--- src/rtl/wb_regfile_stage.sv ---
// rtl/wb_regfile_stage.sv - write-back select, 32x32 register file with write-first bypass and retired-write counter
module wb_regfile_stage #(
    parameter int DATA_W = 32,
    parameter int ADDR_W = 5,
    parameter int CNT_W  = 32
) (
    input  logic              clk,
    input  logic              reset,
    input  logic              cpu_en,
    input  logic              WB_RegWrite,
    input  logic [1:0]        WB_DatatoReg,
    input  logic [DATA_W-1:0] WB_mem_data_out,
    input  logic [DATA_W-1:0] WB_ALU_result,
    input  logic [DATA_W-1:0] WB_pc_4,
    input  logic [DATA_W-1:0] WB_lui_32,
    input  logic [ADDR_W-1:0] WB_register_write_address,
    input  logic [ADDR_W-1:0] ID_rs_addr,
    input  logic [ADDR_W-1:0] ID_rt_addr,
    output logic [DATA_W-1:0] ID_rs_data,
    output logic [DATA_W-1:0] ID_rt_data,
    input  logic [ADDR_W-1:0] dbg_addr,
    output logic [DATA_W-1:0] dbg_data,
    output logic [DATA_W-1:0] WB_write_data,
    output logic              wb_commit,
    output logic [CNT_W-1:0]  wb_count
);
    localparam int NREG = 1 << ADDR_W;

    logic [DATA_W-1:0] r_regs [NREG];
    logic [CNT_W-1:0]  r_count;
    logic [DATA_W-1:0] w_wdata;
    logic              w_commit;

    always_comb begin
        w_wdata = WB_ALU_result;
        case (WB_DatatoReg)
            2'b00:   w_wdata = WB_ALU_result;
            2'b01:   w_wdata = WB_mem_data_out;
            2'b10:   w_wdata = WB_pc_4;
            default: w_wdata = WB_lui_32;
        endcase
    end

    // Reset and the freeze both suppress commit, which also kills the bypass path.
    assign w_commit = WB_RegWrite & cpu_en & ~reset &
                      (WB_register_write_address != '0);

    always_ff @(posedge clk) begin
        if (reset) begin
            for (int i = 0; i < NREG; i++) begin
                r_regs[i] <= '0;
            end
            r_count <= '0;
        end else if (w_commit) begin
            r_regs[WB_register_write_address] <= w_wdata;
            r_count <= r_count + CNT_W'(1);
        end
    end

    always_comb begin
        ID_rs_data = r_regs[ID_rs_addr];
        if (ID_rs_addr == '0) begin
            ID_rs_data = '0;
        end else if (w_commit && (ID_rs_addr == WB_register_write_address)) begin
            ID_rs_data = w_wdata;
        end
    end

    always_comb begin
        ID_rt_data = r_regs[ID_rt_addr];
        if (ID_rt_addr == '0) begin
            ID_rt_data = '0;
        end else if (w_commit && (ID_rt_addr == WB_register_write_address)) begin
            ID_rt_data = w_wdata;
        end
    end

    assign dbg_data      = (dbg_addr == '0) ? '0 : r_regs[dbg_addr];
    assign WB_write_data = w_wdata;
    assign wb_commit     = w_commit;
    assign wb_count      = r_count;
endmodule

--- config.mk ---
export PLATFORM = sky130hd
export DESIGN_NAME = wb_regfile_stage
export DESIGN_NICKNAME = d
export VERILOG_FILES = /design/src/rtl/wb_regfile_stage.sv
export SDC_FILE = /design/constraint.sdc
export NUM_CORES = 2
export LEC_CHECK = 0
export CAP_MARGIN = 0
export CELL_PAD_IN_SITES_DETAIL_PLACEMENT = 0
export CELL_PAD_IN_SITES_GLOBAL_PLACEMENT = 1
export CORE_MARGIN = 2
export CORE_UTILIZATION = 50
export CTS_BUF_LIST = sky130_fd_sc_hd__clkbuf_8
export DETAILED_ROUTE_END_ITERATION = 7
export GPL_TIMING_DRIVEN = 1
export PLACE_DENSITY_LB_ADDON = 0.1
export SLEW_MARGIN = 15
export SYNTH_ARGS = -nofsm -noshare
export SYNTH_HDL_FRONTEND = slang
export SYNTH_SLANG_ARGS = --single-unit
--- constraint.sdc ---
create_clock -name clk -period 3.2 [get_ports clk]
set_input_delay 0.48 -clock clk [delete_from_list [all_inputs] [get_ports clk]]
set_output_delay 0.48 -clock clk [all_outputs]
set_load 0.05 [all_outputs]
==> metrics.csv <==
metric,value,unit
Yosys top cell area share,0.478,
Die W,363,microns
crit path cell chain,mux4_2 > mux4_2 > mux2i_1 > buf_4 > nor2_4 > buf_6,
hpwl dp,189000,microns
FMAX,282,MHz
Critical Path AT,3.06,ns
"Req. time, crit path",2.72,ns
largest net degree at the start of global routing,55,
CP dominant cell by count,mux4_2,
first-pass iteration count of the detailed router,6,
# IOs,315,
fin crit period,3.54,ns
pwr dens,475,nW/um^2
Detail Route Antenna Nets,0,
total track usage,0.443,
DRC,0,
global-route wire length before repair,399000,microns
Fin. Hold Viols,0,
critical path type,flop to output pin,
RSZ-0062 raised after global routing,true,
Post-Syn Area per Cell,13.7,sq um
clk_lat worst skew,0.95,ns
switching part of the total,0.314,
DRT Wirelength,292000,microns
Worst IR Drop VDD,0.000553,V
main flop type after synthesis,edfxtp_1,
Setup crit end kind,output pin,
Die Ht,363,microns
Syn Inst Count,4700,
Post-Syn Area,64400,sq um
Initial Util,0.504,
clock slew at reported path FFs,0.07,ns
vias per inst,7.23,
CP max FO,3,
vias post-DR,52500,
# hold bufs at CTS,0,
Routed WL per cell,40.1,microns
max_slew headroom,0.249,
top post-synthesis cells by area,"edfxtp_1 (48%), mux4_2 (26%), nor2_1 (6.5%)",
total of max-cap violations,0,
post-synthesis register bit count,1056,
IO buf count,314,
Clock Power Share,0.326,
layout cells sized above 1,0.417,
# nets final,5596,
post-route setup slack,-0.344,ns
Clock Sinks,1056,
# rows,131,
"EDFF count, synth",1024,
H-tree Lvls,4,
Switch Pwr,12.2,mW
final setup fails,86,
Power Internal,26.6,mW
clock buffer depth,3,
ys async rst share,0,
CTS tree,yes,
Leak,30.2,nW
sequential cell area fraction in the yosys report,0.488,
slew of the pin with the lowest slew margin,1.13,ns
number of DRC markers in iteration 0,8889,
Area Growth Syn to Fin,27.0,%
final instance area,81700,sq um
Syn. warnings,0,
library cells used by synthesis,73,
failing checks,negative setup slack,
root buffer cell,clkbuf_8,
Seq pwr share,0.424,
Gate power share,0.250,
DP Worst Slack,-0.833,ns
worst hold slack,0.260,ns
final worst-path cycle share,1.11,
"area leader, netlist",edfxtp_1,
Critical Path Source Type,flop,
critical path's largest stage delay,0.53,ns
placed instance area,75100,sq um
"Slew Viols, Final",0,
worst hold path class,input port to flop,
initial antenna violation count,9,
vias in the first global route,50900,
core box area,128000,sq um
total congestion overflow,0,
status,"complete, but fails checks",
Clock Skews,0.0232,ns
slowest CP cell,mux4_2,
CTS Buf Count,185,
Final GP Congestion,0.962,
die area,132000,sq um
==> logic make-up (layout without fill, tap and decap cells) <==
kind of cell	after synthesis	in the layout	synth area share
AO/OA/AOI/OAI	450	450	0.0506
XOR/XNOR	37	37	0.00503
adder cells (fa/ha/maj)	1	1	0.000194
buffers and inverters	561	1423	0.0447
flip-flops	1056	1056	0.488
multiplexers	1104	1104	0.316
other	1	41	0.0000583
AND/OR/NAND/NOR	1490	1490	0.0958
==> metal layers <==
layer,track usage,up-vias,part of all wire,wire length [microns]
li1,-,19900,-,-
met2,0.640,4907,0.43,125000
met1,0.560,26500,0.34,97900
met5,0,-,0.00023,68
met3,0.153,1220,0.15,43400
met4,0.310,10,0.086,24900
==> critical path, delay by kind of cell (launching register included) <==
kind,cells,cell delay (ns)
multiplexers,3,1.22
flip-flops,1,0.45
AND/OR/NAND/NOR,1,0.05
buffers and inverters,2,0.41
==> registers in the layout (all words and copies together) (netlist names) <==
name and cells:
wb_count 32, r_regs 1024
==> cells in the mapped netlist (5+ instances only) <==
cell,instances
a221oi_2,9
inv_1,41
a211oi_1,81
or3_1,9
dfxtp_1,32
nor2_1,1112
mux4_2,735
buf_4,37
nand3_1,27
buf_1,26
a32oi_1,12
buf_12,13
edfxtp_1,1024
a221oi_1,79
mux2i_1,334
buf_2,77
a21oi_1,66
o21ai_0,54
xnor2_1,13
o22ai_1,25
a221o_1,29
buf_8,8
o21ai_1,37
xor2_1,24
or2_2,5
nor2b_1,42
a21o_1,5
a22oi_1,19
nand4_1,11
buf_6,31
nand2_1,158
nor3b_1,9
o211ai_1,5
nor3_1,29
clkbuf_1,326
and3_1,18
nand2b_1,43
mux2_2,32
==> layout by cell type, fill, tap and decap left out, types with 24 or more instances in the layout <==
| cell | instances |
|---|---|
| inv_1 | 82 |
| mux2_2 | 32 |
| a221oi_1 | 45 |
| mux2i_1 | 304 |
| clkinv_2 | 29 |
| o21ai_0 | 25 |
| xor2_1 | 24 |
| nand2_2 | 37 |
| nor2_1 | 1075 |
| o21ai_2 | 27 |
| buf_12 | 227 |
| buf_6 | 84 |
| nor2_4 | 24 |
| a221oi_2 | 42 |
| clkbuf_8 | 192 |
| a211oi_1 | 26 |
| mux4_2 | 737 |
| nor2b_1 | 30 |
| edfxtp_1 | 1024 |
| buf_4 | 545 |
| a211oi_2 | 43 |
| a221o_1 | 26 |
| clkinv_1 | 50 |
| dfxtp_1 | 32 |
| a21oi_1 | 31 |
| conb_1 | 32 |
| a21oi_2 | 31 |
| nand2_1 | 119 |
| clkdlybuf4s50_1 | 161 |
| nand2b_2 | 27 |
==> area by class of cell <==
| cell class | count | area (sq um) |
|---|---|---|
| multi-input combinational | 3114 | 32900 |
| clock buffer | 192 | 2640 |
| fill | 9598 | 45900 |
| sequential | 1056 | 31400 |
| tap | 1662 | 2080 |
| inverter | 43 | 163 |
| clock inverter | 147 | 962 |
| antenna | 9 | 22.5 |
| timing repair buffer | 1041 | 11500 |
==> power by group through the flow <==
stage	clock network [mW]	registers [mW]	logic, mW
after floorplan	0	16.5	4.84
after global placement	0	16.6	8.71
after detailed placement	0	16.7	8.73
after CTS	12.6	16.4	9.33
after global routing	13.2	16.5	9.86
final	12.7	16.4	9.72
==> timing repair <==
| item | in CTS | in global routing |
|---|---|---|
| pin swaps | 150 | 65 |
| gates cloned | 0 | 1 |
| setup endpoints to repair | 96 | 96 |
| resized for setup | 429 | 132 |
| endpoints found under the hold margin | 0 | 0 |
| setup buffers | 54 | 22 |
==> metrics by stage <==
| stage | TNS, ns | power [mW] | cells | util |
|---|---|---|---|---|
| 2_1_floorplan | -1.21 | 21.3 | 4731 | - |
| 3_3_place_gp | -23.34 | 25.3 | 6865 | 0.588 |
| 3_5_place_dp | -21.23 | 25.4 | 6865 | 0.588 |
| 4_1_cts | -14.64 | 38.4 | 7237 | 0.634 |
| 5_1_grt | -18.24 | 39.6 | 7258 | 0.640 |
| 6_report | -14.07 | 38.8 | 7264 | 0.640 |
==> final timing paths <==
path / start / end / slack (ns) / cells after the start
hold / removal: reset / r_regs[0][11] / 0.26 / 2
setup / recovery: r_regs[12][10] / dbg_data[10] / -0.34 / 6
setup reg to reg: wb_count[3] / wb_count[31] / 1.06 / 6
hold reg to reg: wb_count[9] / wb_count[9] / 0.50 / 2
No activity file was read; power rests on OpenSTA's default activity.
